`config.mk`:
```
export PLATFORM = sky130hd
export DESIGN_NAME = systolic_feed_ctrl_flat
export DESIGN_NICKNAME = d
export VERILOG_FILES = /design/src/rtl/systolic_feed_ctrl_if.sv /design/src/rtl/systolic_feed_ctrl.sv /design/src/flat_wrapper.sv
export SDC_FILE = /design/constraint.sdc
export NUM_CORES = 1
export LEC_CHECK = 0
export CAP_MARGIN = 10
export CORE_ASPECT_RATIO = 1.5
export CORE_MARGIN = 1
export CORE_UTILIZATION = 34
export CTS_BUF_LIST = sky130_fd_sc_hd__clkbuf_16
export DETAILED_ROUTE_END_ITERATION = 8
export PLACE_DENSITY_LB_ADDON = 0.1
export RECOVER_POWER = 100
export SLEW_MARGIN = 30
export SYNTH_ARGS = -nofsm -noshare
export SYNTH_HDL_FRONTEND = slang
export SYNTH_SLANG_ARGS = --single-unit
```
`constraint.sdc`:
```
create_clock -name clk -period 1.4 [get_ports clk]
set_clock_uncertainty 0.05 [all_clocks]
set_input_delay 0.42 -clock clk [delete_from_list [all_inputs] [get_ports clk]]
set_output_delay 0.42 -clock clk [all_outputs]
set_load 0.02 [all_outputs]
```
`src/rtl/systolic_feed_ctrl_if.sv`:
```
`timescale 1ns/1ps
`default_nettype none
// ============================================================================
// Module   : systolic_feed_ctrl_if
// Brief    : Result hand-off bus (valid/ready plus four captured results).
// Revision : 1.0 - initial release
// ============================================================================
interface systolic_feed_ctrl_if #(
    parameter int ACC_WIDTH = 16
);
    logic                        res_valid;
    logic                        res_ready;
    logic signed [ACC_WIDTH-1:0] r00;
    logic signed [ACC_WIDTH-1:0] r01;
    logic signed [ACC_WIDTH-1:0] r10;
    logic signed [ACC_WIDTH-1:0] r11;

    modport master (output res_valid, r00, r01, r10, r11, input res_ready);
    modport slave  (input res_valid, r00, r01, r10, r11, output res_ready);
endinterface
`default_nettype wire

```
`src/rtl/systolic_feed_ctrl.sv`:
```
`timescale 1ns/1ps
`default_nettype none
// ============================================================================
// Module   : systolic_feed_ctrl
// Brief    : Feed sequencer and result capture for a 2x2 systolic array.
//            Optional macro TILE_ACCUM_EN adds accum_in to skip CLEAR.
// Revision : 1.0 - initial release
// ============================================================================
module systolic_feed_ctrl #(
    parameter int ACC_WIDTH    = 16,
    parameter int DRAIN_CYCLES = 2
) (
    input  wire logic                        clk,
    input  wire logic                        rst_n,
    input  wire logic                        start,
    output logic                             start_ready,
    input  wire logic                        transpose_in,
    input  wire logic                        relu_in,
`ifdef TILE_ACCUM_EN
    input  wire logic                        accum_in,
`endif
    output logic                             busy,
    output logic                             data_valid,
    output logic [1:0]                       a0_sel,
    output logic [1:0]                       a1_sel,
    output logic [1:0]                       b0_sel,
    output logic [1:0]                       b1_sel,
    output logic                             clear,
    output logic                             transpose,
    output logic                             activation,
    input  wire logic signed [ACC_WIDTH-1:0] c00_in,
    input  wire logic signed [ACC_WIDTH-1:0] c01_in,
    input  wire logic signed [ACC_WIDTH-1:0] c10_in,
    input  wire logic signed [ACC_WIDTH-1:0] c11_in,
    systolic_feed_ctrl_if.master             res
);

    localparam int         CNT_W      = $clog2(DRAIN_CYCLES);
    localparam logic [1:0] SEL_FIRST  = 2'd0;
    localparam logic [1:0] SEL_SECOND = 2'd1;
    localparam logic [1:0] SEL_ZERO   = 2'd2;

    generate
        if (DRAIN_CYCLES < 2) begin : g_bad_drain
            $error("DRAIN_CYCLES must be at least 2");
        end
    endgenerate

    typedef enum logic [2:0] {
        S_IDLE    = 3'd0,
        S_CLEAR   = 3'd1,
        S_FEED0   = 3'd2,
        S_FEED1   = 3'd3,
        S_FEED2   = 3'd4,
        S_DRAIN   = 3'd5,
        S_CAPTURE = 3'd6,
        S_HOLD    = 3'd7
    } state_t;

    typedef struct packed {
        logic       dv;
        logic       clr;
        logic [1:0] a0;
        logic [1:0] a1;
        logic [1:0] b0;
        logic [1:0] b1;
    } ctrl_t;

    // Array pin values that belong to a state; registered on entry so the
    // pins change exactly when the state does.
    function automatic ctrl_t ctrl_of(input state_t s);
        ctrl_t c;
        c.dv  = 1'b0;
        c.clr = 1'b0;
        c.a0  = SEL_ZERO;
        c.a1  = SEL_ZERO;
        c.b0  = SEL_ZERO;
        c.b1  = SEL_ZERO;
        case (s)
            S_CLEAR: c.clr = 1'b1;
            S_FEED0: begin
                c.dv = 1'b1; c.a0 = SEL_FIRST;  c.b0 = SEL_FIRST;
            end
            S_FEED1: begin
                c.dv = 1'b1; c.a0 = SEL_SECOND; c.a1 = SEL_FIRST;
                c.b0 = SEL_SECOND; c.b1 = SEL_FIRST;
            end
            S_FEED2: begin
                c.dv = 1'b1; c.a1 = SEL_SECOND; c.b1 = SEL_SECOND;
            end
            default: ;
        endcase
        return c;
    endfunction

    state_t                      r_state;
    ctrl_t                       r_ctrl;
    logic [CNT_W-1:0]            r_drain;
    logic                        r_busy;
    logic                        r_start_ready;
    logic                        r_transpose;
    logic                        r_activation;
    logic                        r_res_valid;
    logic signed [ACC_WIDTH-1:0] r_r00, r_r01, r_r10, r_r11;

    logic   w_accept;
    state_t w_first;

    assign w_accept = start & r_start_ready;
`ifdef TILE_ACCUM_EN
    assign w_first  = accum_in ? S_FEED0 : S_CLEAR;
`else
    assign w_first  = S_CLEAR;
`endif

    always_ff @(posedge clk or negedge rst_n) begin
        if (!rst_n) begin
            r_state       <= S_IDLE;
            r_ctrl        <= ctrl_of(S_IDLE);
            r_drain       <= '0;
            r_busy        <= 1'b0;
            r_start_ready <= 1'b1;
            r_transpose   <= 1'b0;
            r_activation  <= 1'b0;
            r_res_valid   <= 1'b0;
            r_r00         <= '0;
            r_r01         <= '0;
            r_r10         <= '0;
            r_r11         <= '0;
        end else begin
            case (r_state)
                S_IDLE: begin
                    if (w_accept) begin
                        r_state       <= w_first;
                        r_ctrl        <= ctrl_of(w_first);
                        r_busy        <= 1'b1;
                        r_start_ready <= 1'b0;
                        r_transpose   <= transpose_in;
                        r_activation  <= relu_in;
                    end
                end
                S_CLEAR: begin
                    r_state <= S_FEED0;
                    r_ctrl  <= ctrl_of(S_FEED0);
                end
                S_FEED0: begin
                    r_state <= S_FEED1;
                    r_ctrl  <= ctrl_of(S_FEED1);
                end
                S_FEED1: begin
                    r_state <= S_FEED2;
                    r_ctrl  <= ctrl_of(S_FEED2);
                end
                S_FEED2: begin
                    r_state <= S_DRAIN;
                    r_ctrl  <= ctrl_of(S_DRAIN);
                    r_drain <= CNT_W'(DRAIN_CYCLES - 1);
                end
                S_DRAIN: begin
                    if (r_drain == '0) begin
                        r_state <= S_CAPTURE;
                        r_ctrl  <= ctrl_of(S_CAPTURE);
                    end else begin
                        r_drain <= r_drain - CNT_W'(1);
                    end
                end
                // activation is still driven here: the array ReLU is
                // combinational, so the captured values depend on it.
                S_CAPTURE: begin
                    r_state     <= S_HOLD;
                    r_ctrl      <= ctrl_of(S_HOLD);
                    r_res_valid <= 1'b1;
                    r_r00       <= c00_in;
                    r_r01       <= c01_in;
                    r_r10       <= c10_in;
                    r_r11       <= c11_in;
                end
                S_HOLD: begin
                    if (res.res_ready) begin
                        r_state       <= S_IDLE;
                        r_ctrl        <= ctrl_of(S_IDLE);
                        r_res_valid   <= 1'b0;
                        r_busy        <= 1'b0;
                        r_start_ready <= 1'b1;
                        r_transpose   <= 1'b0;
                        r_activation  <= 1'b0;
                    end
                end
                default: begin
                    r_state       <= S_IDLE;
                    r_ctrl        <= ctrl_of(S_IDLE);
                    r_busy        <= 1'b0;
                    r_start_ready <= 1'b1;
                    r_res_valid   <= 1'b0;
                end
            endcase
        end
    end

    assign start_ready   = r_start_ready;
    assign busy          = r_busy;
    assign data_valid    = r_ctrl.dv;
    assign clear         = r_ctrl.clr;
    assign a0_sel        = r_ctrl.a0;
    assign a1_sel        = r_ctrl.a1;
    assign b0_sel        = r_ctrl.b0;
    assign b1_sel        = r_ctrl.b1;
    assign transpose     = r_transpose;
    assign activation    = r_activation;
    assign res.res_valid = r_res_valid;
    assign res.r00       = r_r00;
    assign res.r01       = r_r01;
    assign res.r10       = r_r10;
    assign res.r11       = r_r11;

endmodule
`default_nettype wire

```
`src/flat_wrapper.sv`:
```
// flat-port wrapper written by rule: the top's interface ports become plain ports
module systolic_feed_ctrl_flat 
#(
    parameter int ACC_WIDTH    = 16,
    parameter int DRAIN_CYCLES = 2
)
  (clk, rst_n, start, start_ready, transpose_in, relu_in, busy, data_valid, a0_sel, a1_sel, b0_sel, b1_sel, clear, transpose, activation, c00_in, c01_in, c10_in, c11_in, res_res_valid, res_r00, res_r01, res_r10, res_r11, res_res_ready);
  systolic_feed_ctrl_if #(.ACC_WIDTH(ACC_WIDTH)) res_i ();
  input  wire logic clk;
  input  wire logic rst_n;
  input  wire logic start;
  output logic start_ready;
  input  wire logic transpose_in;
  input  wire logic relu_in;
  output logic busy;
  output logic data_valid;
  output logic [1:0] a0_sel;
  output logic [1:0] a1_sel;
  output logic [1:0] b0_sel;
  output logic [1:0] b1_sel;
  output logic clear;
  output logic transpose;
  output logic activation;
  input  wire logic signed [ACC_WIDTH-1:0] c00_in;
  input  wire logic signed [ACC_WIDTH-1:0] c01_in;
  input  wire logic signed [ACC_WIDTH-1:0] c10_in;
  input  wire logic signed [ACC_WIDTH-1:0] c11_in;
  output wire logic [$bits(res_i.res_valid)-1:0] res_res_valid;
  output wire logic [$bits(res_i.r00)-1:0] res_r00;
  output wire logic [$bits(res_i.r01)-1:0] res_r01;
  output wire logic [$bits(res_i.r10)-1:0] res_r10;
  output wire logic [$bits(res_i.r11)-1:0] res_r11;
  input wire logic [$bits(res_i.res_ready)-1:0] res_res_ready;
  assign res_res_valid = res_i.res_valid;
  assign res_r00 = res_i.r00;
  assign res_r01 = res_i.r01;
  assign res_r10 = res_i.r10;
  assign res_r11 = res_i.r11;
  assign res_i.res_ready = res_res_ready;
  systolic_feed_ctrl #(.ACC_WIDTH(ACC_WIDTH), .DRAIN_CYCLES(DRAIN_CYCLES)) u_core (.clk(clk), .rst_n(rst_n), .start(start), .start_ready(start_ready), .transpose_in(transpose_in), .relu_in(relu_in), .busy(busy), .data_valid(data_valid), .a0_sel(a0_sel), .a1_sel(a1_sel), .b0_sel(b0_sel), .b1_sel(b1_sel), .clear(clear), .transpose(transpose), .activation(activation), .c00_in(c00_in), .c01_in(c01_in), .c10_in(c10_in), .c11_in(c11_in), .res(res_i));
endmodule
```
Word-level counts from Yosys, hierarchy flattened. Index checks and enable logic that the tools add are counted.

Bits in registers: 83. Word-level logic and storage cells: 58. Input port bits: 70.

Bitwise operators: 1. Mux-type cells: 21. Add/subtract/negate cells: 1. Equal/unequal tests: 10. Reductions and logical operators: 8.

Operator list (number): $pmux W10 S7 (1); $mux W10 (3); $pmux W3 S8 (1); $eq A3 B3 Y1 const B (4); $pmux W1 S2 (6); $mux W3 (3); $mux W1 (7); $eq A3 B2 Y1 const B (2); $reduce_and A3 Y1 (2); $reduce_bool A2 Y1 (3); $ne A2 B2 Y1 const B (2); $eq A3 B1 Y1 const B (1); $logic_not A3 Y1 (1); $ne A2 B1 Y1 const B (1); $reduce_and A2 Y1 (1); $reduce_or A2 Y1 (1); $and A1 B1 Y1 (1); $sub A1 B1 Y1 const B (1).

Logic depth before layout (Yosys ltp). Gate-level depths: netlist (run 1).

Word-level depth: 3. Gate-level depth with buffers: 6.

Least setup slack after synthesis (run 1). No wires, ideal clock.

Path type: register to register. Start point: register u_core.r_start_ready, in the netlist u_core.start_ready. End point: register u_core.r_activation, in the netlist u_core.activation. Library setup time: 0.123 ns. Data required time: 1.227 ns. Period minus slack after synthesis: 1.486 ns. Stages on the path, launching flop included: 5. Path slack: -0.086 ns. Path buffers: 1. Data arrival time: 1.313 ns. Cells stage by stage: dfstp_2 -> nand2_1 -> or4_1 -> buf_2 -> mux2i_1.

Longest elaborated chain between the ends: 3.

Ends and longest elaborated chain: start, declared (RTL line systolic_feed_ctrl.sv:100) `logic r_start_ready;`; start signal, assigned (RTL line systolic_feed_ctrl.sv:122) `r_start_ready <= 1'b1;`; start signal, assigned (RTL line systolic_feed_ctrl.sv:137) `r_start_ready <= 1'b0;`; start signal, assigned (RTL line systolic_feed_ctrl.sv:184) `r_start_ready <= 1'b1;`; $and A1 B1 Y1 (RTL line systolic_feed_ctrl.sv:109) `assign w_accept = start & r_start_ready;`; $ne A2 B1 Y1 (no source line); $reduce_and A3 Y1 (no source line); end signal, assigned (RTL line systolic_feed_ctrl.sv:139) `r_activation <= relu_in;`; end, declared (RTL line systolic_feed_ctrl.sv:102) `logic r_activation;`.

No other way between the ends. A chain may end at the register's enable or synchronous reset.

==> results of run 1 <==
## layer usage
layer / track usage / wire length, microns
met5: 0 / 0
met4: 0.0851 / 185
met2: 0.258 / 4080
met1: 0.204 / 3470
met3: 0.0387 / 440
## how the worst min path moves through the flow
| stage | cells past startpoint | to | startpoint |
|---|---|---|---|
| CTS | 2 | u_core.a1_sel[1] | u_core.a1_sel[1] |
| global route | 2 | u_core.busy | u_core.busy |
| finish | 2 | u_core.busy | u_core.busy |
| global placement | 1 | u_core.res.r11[0] | rst_n |
| detailed placement | 1 | u_core.res.r11[0] | rst_n |
| floorplan | 0 | u_core.a0_sel[0] | rst_n |
## state kept, by name, indices dropped and copies added, names as in the netlist, 2 cells and up
register,flops
u_core.r_state,3
u_core.a1_sel,2
u_core.res.r10,16
u_core.res.r01,16
u_core.res.r00,16
u_core.a0_sel,2
u_core.res.r11,16
## placed cells by master, fill, tap and decap left out, types with 2 or more instances in the layout
master	n
buf_4	26
inv_1	7
o31ai_1	2
buf_6	9
o21ai_0	4
clkbuf_16	12
mux2i_1	2
dfstp_2	3
buf_12	5
dfrtp_1	76
mux2_4	49
nor2_1	2
clkbuf_2	74
nor3_1	2
buf_2	2
nand2_1	10
clkinv_2	2
nand2b_1	2
mux2_2	15
clkinv_1	2
a22o_1	2
nand4_1	2
a21oi_1	4
clkdlybuf4s50_1	67
## cell usage after synthesis, types with 2 or more instances
cell type and n:
a22o_1 2, mux2_2 15, nor2_1 2, nand2_1 12, a21oi_1 4, mux2i_1 2
nand4_1 2, mux2_4 49, dfstp_2 3, buf_2 5, o31ai_1 2, nor3_1 2
o21ai_0 4, dfrtp_1 76, buf_6 6, nand2b_1 2, inv_1 7, buf_4 5
## metrics by stage
stage,instances,hold slack [ns],power (mW),instance area (sq um)
after floorplan,214,0.0744,8.57,3350
after global placement,488,0.284,11.9,5140
after detailed placement,488,0.289,12.0,5140
after CTS,511,0.427,13.5,5150
after global routing,517,0.459,14.5,5300
final,517,0.433,13.8,5300
## logic make-up (layout without fill, tap and decap cells)
kind of cell           after synthesis  count (layout)  share of synthesized area
DFF                                 79              79                      0.595
AOI/OAI and AO/OA                   22              22                     0.0466
muxes                               66              66                      0.278
and+or+nand+nor                     23              23                     0.0327
buffers and inverters               24             215                     0.0481
## power by group
group | total (mW) | switching [mW] | internal, mW
Combinational | 7.35 | 3.43 | 3.92
Clock | 2.28 | 0.912 | 1.36
Sequential | 4.14 | 0.666 | 3.47
Total | 13.8 | 5.01 | 8.76
## final cells by class
| type | instances | share of cell area |
|---|---|---|
| tap | 112 | 0.0265 |
| multi-input combinational | 111 | 0.233 |
| inverter | 7 | 0.00496 |
| clock inverter | 7 | 0.0120 |
| timing repair buffer | 192 | 0.307 |
| clock buffer | 9 | 0.0425 |
| sequential | 79 | 0.374 |
## tightest hold or removal path: stages (launching register included)
cell and delay [ns]:
dfrtp_1 0.34, nand2_1 0.05, nand2_1 0.06
## timing repair
item / in CTS / in global routing
endpoints found under the setup margin: 144 / 63
cloned: 1 / 4
resized for setup: 331 / 11
pin swaps: 4 / 3
hold buffers: 1 / 0
endpoints found under the hold margin: 19 / 0
setup buffers: 6 / 3
==> metrics.md, run 1 <==
| Metric | Value |
|---|---|
| Worst path buffer plus inverter count | `1` |
| Core Footprint | `roughly 9400 sq um` |
| Maximum clock rate | `674 MHz` |
| Largest net degree at the start of global routing | `34` |
| Slew headroom | `0.596` |
| Fin crit share | `1.06` |
| EDFF count, synth | `0` |
| Critical Path AT | `approximately 1.0 ns` |
| Initial Utilization | `0.356` |
| Syn Std Cell Area | `around 3300 sq um` |
| Sequential share of the synthesized area | `0.595` |
| Area contributors post-synth | `dfrtp_1 57%, mux2_4 22%, mux2_2 5.1%, dfstp_2 2.4%, buf_6 2.0%` |
| CTS H-tree lvls | `3` |
| GRT Util Overall | `0.162` |
| GPL Wtd Cong | `between 0.8 and 0.9` |
| DRC viols | `0` |
| ANT cells | `0` |
| Layout cells sized above 1 | `0.521` |
| Reg area | `1980 sq um` |
| Worst path cell trace | `buf_6` |
| Initial antenna violation count | `0` |
| Vias in the first global route | `~2500` |
| Worst Setup EP | `b0_sel[1]` |
| Num CTS Buffers | `9` |
| TNS Setup | `-2.04 ns` |
| Main synth FF type | `dfrtp_1` |
| Synth area leader | `dfrtp_1` |
| Max Slew Vio Count | `0` |
| First-pass GRT wire length | `between 10000 and 15000 microns` |
| Static leakage | `~2.7 nW` |
| Startpoint types | `flip-flop` |
| Worst path max stage delay | `approximately 0.56 ns` |
| Final WS setup | `-0.0840 ns` |
| Hold Crit Class | `flip-flop to flip-flop` |
| Nets@finish | `470` |
| DR vias/cell | `~4.7` |
| Reg-to-Reg Start | `u_core.r_state[0]` |
| VDD IR-drop max | `about 1.3 mV` |
| Die Wd | `around 83 microns` |
| Area of the multi-input gates | `around 1200 sq um` |
| YS warnings | `0` |
| Reg2reg end | `u_core.res.r11[7]` |
| Die Span Y | `between 100 and 150 microns` |
| Vias | `2415` |
| CTS tree | `done` |
| Worst Tran Pin Value | `0.606 ns` |
| Netlist cell types | `32` |
| Final setup fails | `57` |
| Clock Path Buffers | `2` |
| Setup WS pre-CTS | `-0.426 ns` |
| Post-synth ARST share | `1.00` |
| Max-Cap Viols | `0` |
| WS Path Type | `flip-flop to output port` |
| RSZ-0062 raised after global routing | `true` |
| Crit path required time | `a little over 0.9 ns` |
| Area share of the largest cell type after synthesis | `0.571` |
| Clock transition at path regs | `about 0.06 ns` |
| Syn Inst Count | `214` |
| Failing checks | `negative setup slack` |
| Root Buffer | `clkbuf_16` |
| CP max-delay cell | `dfstp_2` |
| Worst setup EP type | `output port` |
| Routed length per instance | `roughly 16 microns` |
| #FFs+latches synth | `approximately 80` |
| Min Tclk post-route | `1.48 ns` |
| Drt pass-1 iters | `4` |
| Clk sink count | `just under 80` |
| Skew-Pair Late Insertion Delay | `0.33 ns` |
| Top Family by Delay on Critical Path | `flip-flops` |
| Fillers | `832` |
| Layout area overhead | `59.1%` |
| Die area | `between 10000 and 15000 sq um` |
| FF-to-FF path depth | `5` |
| Outcome | `finished with violations` |
| Num ports | `between 100 and 150` |
| Initial DRC count | `64` |
| Util after Layout | `0.566` |
| Final ANT Viol Nets | `0` |
| Crit-path max FO | `3` |
| Synthesized Nets | `284` |
| Site Rows | `between 40 and 50` |
| Crit path depth | `1` |
| Critical Path Source | `u_core.a0_sel[1]` |
| Avg Cell Area, Syn | `around 16 sq um` |
| Power per cell area | `approximately 2600 nW/um^2` |
| Hpwl dp | `between 5000 and 6000 microns` |
| Global route overflow | `0` |
| Hold Vio Cnt, Final | `0` |
| Register-to-register setup slack | `-0.06 ns` |
| Detailed Route WL | `just over 8000 microns` |
| PortBufs | `148` |
(Power assumes the default switching activity.)
==> inputs of run 2 (changes only) <==
==> constraint.sdc (replaced) <==
create_clock -name clk -period 1.81 [get_ports clk]
set_clock_uncertainty 0.05 [all_clocks]
set_input_delay 0.543 -clock clk [delete_from_list [all_inputs] [get_ports clk]]
set_output_delay 0.543 -clock clk [all_outputs]
set_load 0.02 [all_outputs]
==> run 2 against run 1 <==
  * The run now ends clean
  * Critical path depth is the same
  * Highest routed layer unchanged
  * Via count shrank 7.6%
  * Power shrank 36%
  * Global-route usage shrank 0.85 points
  * Final area shrank 8.5%
  * Worst setup slack gained 0.13 ns
  * Sequential share of layout area grew 3.5 points
  * Non-clock buffer count shrank 37
  * Clock power shrank 32%
==> metrics.md, run 2 (synthesized netlist as in run 1, its figures left out) <==
| Metric | Value |
|---|---|
| NetSw | `~3.4 mW` |
| VDD IR-drop max | `~0.94 mV` |
| Reg2reg end | `u_core.res.r01[15]` |
| Post-CTS Setup Bufs | `0` |
| Die Wd | `roughly 83 microns` |
| Num ports | `around 150` |
| Crit path required time | `1.22 ns` |
| WS Path Type | `flip-flop to output port` |
| Vias in the first global route | `2273` |
| Fillers | `roughly 900` |
| Maximum clock rate | `~570 MHz` |
| RSZ-0062 raised after global routing | `false` |
| Critical Path Source | `u_core.a1_sel[1]` |
| Critical Path AT | `between 1 and 1.5 ns` |
| ANT cells | `0` |
| Detailed Route WL | `7270 microns` |
| Final Power | `roughly 8.9 mW` |
| Worst path cell trace | `clkdlybuf4s15_1` |
| First-pass GRT wire length | `between 10000 and 15000 microns` |
| Worst setup EP type | `output port` |
| Startpoint types | `flip-flop` |
| Max Slew Vio Count | `0` |
| Hold Crit Class | `flip-flop to flip-flop` |
| Layout cells sized above 1 | `0.114` |
| CTS tree | `done` |
| Worst Setup EP | `b1_sel[1]` |
| Initial antenna violation count | `0` |
| Power per cell area | `about 1800 nW/um^2` |
| Final setup fails | `0` |
| FF-to-FF path depth | `3` |
| Largest net degree at the start of global routing | `80` |
| CTS H-tree lvls | `3` |
| PortBufs | `around 150` |
| Root Buffer | `clkbuf_16` |
| Num CTS Buffers | `9` |
| Register-to-register setup slack | `0.19 ns` |
| Worst path buffer plus inverter count | `1` |
| Routed length per instance | `~15 microns` |
| Static leakage | `approximately 2.2 nW` |
| Reg-to-Reg Start | `u_core.r_state[1]` |
| Crit-path max FO | `3` |
| Skew-Pair Late Insertion Delay | `between 0.3 and 0.4 ns` |
| Reg area | `1980 sq um` |
| Util after Layout | `0.518` |
| Drt pass-1 iters | `4` |
| CTS Hold Bufs | `0` |
| Die Span Y | `between 100 and 150 microns` |
| Core Footprint | `roughly 9400 sq um` |
| DRC viols | `0` |
| Max-Cap Viols | `0` |
| Hold Startpoint | `u_core.res.r10[13]` |
| Dpl cells | `approximately 460` |
| Global route overflow | `0` |
| Design area | `4850 sq um` |
| Combinational share of power | `0.466` |
| Site Rows | `43` |
| Commonest non-fill, non-tap cell in the layout | `dfrtp_1` |
| Hold Vio Cnt, Final | `0` |
| GPL Wtd Cong | `0.780` |
| Internal | `5.44 mW` |
| Fin crit share | `0.976` |
| Layout area overhead | `45.6%` |
| Sw frac | `0.386` |
| Outcome | `finished, final reports clean` |
| Die area | `around 10000 sq um` |
| Clk sink count | `79` |
| Flop pwr share | `0.358` |
| Area of the multi-input gates | `around 1000 sq um` |
| Clock Path Buffers | `2` |
| Clock transition at path regs | `0.06 ns` |
| Layout Cells excl Fill | `approximately 480` |
| GRT Util Overall | `0.153` |
| Slew headroom | `0.275` |
| Crit path depth | `1` |
| Top Family by Delay on Critical Path | `flip-flops` |
| DR vias/cell | `4.66` |
| Worst path max stage delay | `between 0.5 and 0.6 ns` |
| Nets@finish | `433` |
| Most frequent cells in the layout | `76 x dfrtp_1, 74 x dlygate4sd2_1, 66 x clkdlybuf4s50_1, 47 x mux2_1, 15 x mux2_2` |
| Min Tclk post-route | `roughly 1.8 ns` |
| Vias | `between 2000 and 2500` |
| Hpwl dp | `between 5000 and 6000 microns` |
| Clock share of power | `0.176` |
| Worst Tran Pin Value | `1.09 ns` |
| Initial DRC count | `57` |
| Initial Utilization | `0.356` |
| CP max-delay cell | `dfstp_2` |
| Final ANT Viol Nets | `0` |
| Placed Area | `4920 sq um` |
-- run 2: cell types whose count changed in the layout (fill, tap and decap cells not counted), moves of 4 or more --
cell | previous run | this run
buf_6 | 9 | 1
clkbuf_1 | 0 | 4
clkbuf_2 | 74 | 0
buf_4 | 26 | 4
mux2_4 | 49 | 2
mux2_1 | 0 | 47
dlygate4sd2_1 | 0 | 74
buf_12 | 5 | 0
-- run 2: power by group through the flow --
stage	clock network [mW]	registers [mW]	logic, mW
5_1_grt	1.69	3.33	4.44
4_1_cts	1.62	3.22	5.00
6_report	1.55	3.17	4.13
2_1_floorplan	0	4.20	2.37
3_3_place_gp	0	3.23	5.57
3_5_place_dp	0	3.27	5.58
-- run 2: worst reg2reg max path, stage by stage, from the launching register on --
cell and delay, ns:
dfrtp_1 0.55, nand3_4 0.13, buf_4 0.36, mux2_2 0.41
-- run 2: how the worst min path moves through the flow --
stage	depth (start not counted)	endpoint	slack (ns)
4_1_cts	2	u_core.res.r10[4]	0.20
3_5_place_dp	2	u_core.busy	0.44
2_1_floorplan	0	u_core.a0_sel[0]	0.20
6_report	1	u_core.res.r10[13]	0.43
5_1_grt	1	u_core.res.r00[9]	0.45
3_3_place_gp	2	u_core.busy	0.42
-- run 2: through the flow --
step	setup WS (ns)	hold WS [ns]	TNS [ns]
final	0.0441	0.434	0
after global routing	0.00187	0.449	0
after CTS	0.00460	0.197	0
after detailed placement	-0.118	0.440	-0.380
after global placement	-0.116	0.421	-0.384
after floorplan	0.324	0.197	0
-- run 2: timing repair --
item | CTS | global route
endpoints found under the setup margin | 79 | 3
pin swaps | 0 | 0
gates resized for setup | 85 | 3
-- run 2: cell type report --
type,instances,area share
clock buffers,9,0.0465
multi-input cells,111,0.211
clock inverters,6,0.00619
well taps,112,0.0289
inverters,7,0.00542
flip-flops and latches,79,0.409
repair buffers,155,0.293
-- run 2: metal layers --
metal | global-route usage | wire (microns) | up-vias | part of all wire
met5 | 0 | 0 | - | 0
met4 | 0.0690 | 135 | 0 | 0.019
met3 | 0.0407 | 398 | 11 | 0.055
met2 | 0.250 | 3760 | 77 | 0.52
met1 | 0.191 | 2980 | 1092 | 0.41
li1 | - | - | 1052 | -
==> RTL edit: new RTL, settings of run 2 <==
`ACC_WIDTH` is set to 16 in 3 places; all go to 18.
--- a/src/rtl/systolic_feed_ctrl_if.sv
+++ b/src/rtl/systolic_feed_ctrl_if.sv
@@ -6,7 +6,7 @@
 // Revision : 1.0 - initial release
 // ============================================================================
 interface systolic_feed_ctrl_if #(
-    parameter int ACC_WIDTH = 16
+    parameter int ACC_WIDTH = 18
 );
     logic                        res_valid;
     logic                        res_ready;
--- a/src/rtl/systolic_feed_ctrl.sv
+++ b/src/rtl/systolic_feed_ctrl.sv
@@ -7,7 +7,7 @@
 // Revision : 1.0 - initial release
 // ============================================================================
 module systolic_feed_ctrl #(
-    parameter int ACC_WIDTH    = 16,
+    parameter int ACC_WIDTH    = 18,
     parameter int DRAIN_CYCLES = 2
 ) (
     input  wire logic                        clk,
--- a/src/flat_wrapper.sv
+++ b/src/flat_wrapper.sv
@@ -1,7 +1,7 @@
 // flat-port wrapper written by rule: the top's interface ports become plain ports
 module systolic_feed_ctrl_flat 
 #(
-    parameter int ACC_WIDTH    = 16,
+    parameter int ACC_WIDTH    = 18,
     parameter int DRAIN_CYCLES = 2
 )
   (clk, rst_n, start, start_ready, transpose_in, relu_in, busy, data_valid, a0_sel, a1_sel, b0_sel, b1_sel, clear, transpose, activation, c00_in, c01_in, c10_in, c11_in, res_res_valid, res_r00, res_r01, res_r10, res_r11, res_res_ready);
Interface: changed (8 resized); port bits go from 149 to 165. No check against the original RTL was run, so the function may have changed too.
==> RTL edit against run 2 <==
  * Total power up 14%
  * Wire length grew 11%
  * Core utilization increased by 3.7 points
  * Area after synthesis grew 2.5%
  * Final area is 11% higher
  * Sequential cell count is 8 higher
  * Worst setup slack worse by 0.0027 ns
  * Critical path type unchanged
  * Largest cell class unchanged
  * Highest routed layer unchanged
==> RTL edit: results <==
[global_routing]
grt_pass1_vias = 2651
antenna_found_initial = 0
grt_max_degree = 42
grt_usage_pct = 16.4
grt_pass1_wl_mm = 13.2

[critical_path]
r2r_cells = 4
slowest_stage = dfstp_2
regToRegEndpoint = u_core.res.r10[16]
worstPathMaxFanout = 2
cp_top_family = flip-flops
slowest_delay_ns = 0.52
r2r_slack_ns = 0.16
timing.rr.start = u_core.r_state[0]

[clocking]
clock-root-buffer = clkbuf_16
cts_setup_buffers = 0
htreeDepth = 3
clk_pin_slew_ns = 0.06
insertion_delay_ns = 0.33
cts_buffer_depth = 2
cts_buffers = 9

[drt]
vias = 2457
drtIter0Drc = 67
detail_route.first_pass.iterations = 4
drt_wl_total_mm = 8.07
route.detailed.drc = 0

[synth]
ys_seq_area_share_pct = 63.9
ys_async_sr_fraction_pct = 100
syn-num-nets = 309
synth.top_cells.by_count = 84 x dfrtp_1, 65 x mux2_2, 12 x buf_2, 12 x nand2_1
yosys_warnings = 0
synth_cell_type_count = 32
synth_area_leaders = dfrtp_1 62%, mux2_2 21%, dfstp_2 2.3%

[worst_hold_path]
hold_end = u_core.a1_sel[1]
hp-class = reg -> reg
hold_depth = 2
hp-start = u_core.a1_sel[1]

[placed_design]
routabilityCongestion = 0.813
dpl.hpwl_mm = 5.93
place_ws_ns = -0.138
port_buffers = 164

[timing]
slew_headroom_pct = 5.25

[power_and_ir_drop]
switching_share_pct = 36.9
p_leak_nw = 2.46
ir_drop_mv = 0.957

[run_status]
status = finished clean

[cells_and_area]
drive_above_1_share_pct = 22.6
finalNetCount = 477
n_fill_cell = 891
diodes = 0
-- RTL edit: layout make-up --
type / instances / area, sq um / share of cell area [%]
sequential: 87 / 2180 / 40.5
inverter: 7 / 26.3 / 0.488
timing repair buffer: 175 / 1630 / 30.3
clock buffer: 9 / 225 / 4.19
clock inverter: 6 / 77.6 / 1.44
multi-input combinational: 119 / 1090 / 20.4
tap: 115 / 144 / 2.68
-- RTL edit: worst min-delay path, stage by stage (launching register included) --
cell	delay [ns]
dfstp_2	0.37
inv_1	0.05
a21oi_1	0.06
-- RTL edit: logic make-up after synthesis --
logic type	after synthesis	share of synthesized area, %
compound gates	22	4.55
buf+inv	25	3.85
flops	87	63.9
mux	74	24.3
simple gates	23	3.34
-- RTL edit: timing repair --
item	4_1_cts	5_1_grt
gates resized for setup	90	3
hold buffers	0	0
setup endpoints to repair	87	3
-- RTL edit: how the worst max path moves through the flow --
stage | to | from | slack, ns | depth (start not counted)
after global routing | a1_sel[1] | u_core.a1_sel[1] | 0.007 | 1
after detailed placement | u_core.transpose | start | -0.14 | 4
after global placement | u_core.transpose | start | -0.13 | 4
after floorplan | u_core.activation | u_core.start_ready | 0.32 | 4
final | start_ready | u_core.start_ready | 0.04 | 1
after CTS | b1_sel[1] | u_core.a1_sel[1] | 0.00001 | 1
-- RTL edit: power groups by stage --
stage | sequential, W | combinational (W) | clock [W]
2_1_floorplan | 0.00460 | 0.00192 | 0
3_3_place_gp | 0.00351 | 0.00555 | 0
3_5_place_dp | 0.00356 | 0.00559 | 0
4_1_cts | 0.00350 | 0.00493 | 0.00195
5_1_grt | 0.00363 | 0.00507 | 0.00204
6_report | 0.00348 | 0.00476 | 0.00190
-- RTL edit: metrics by stage --
stage               area (sq um)  hold WS, ns  cells  setup TNS [ns]  power [W]
global route                5380        0.455    518               0     0.0108
detailed placement          5230        0.424    503          -0.506    0.00915
floorplan                   3410        0.197    231               0    0.00652
finish                      5380        0.431    518               0     0.0101
global placement            5230        0.412    503          -0.450    0.00906
CTS                         5430       0.0675    518               0     0.0104
-- RTL edit: routing by layer --
| layer | share of wire (%) | GRT usage [%] | vias up |
|---|---|---|---|
| met2 | 54 | 28.4 | 80 |
| met3 | 7.0 | 5.77 | 15 |
| li1 | - | - | 1142 |
| met1 | 37 | 17.8 | 1220 |
| met4 | 2.2 | 7.28 | 0 |
| met5 | 0 | 0 | - |
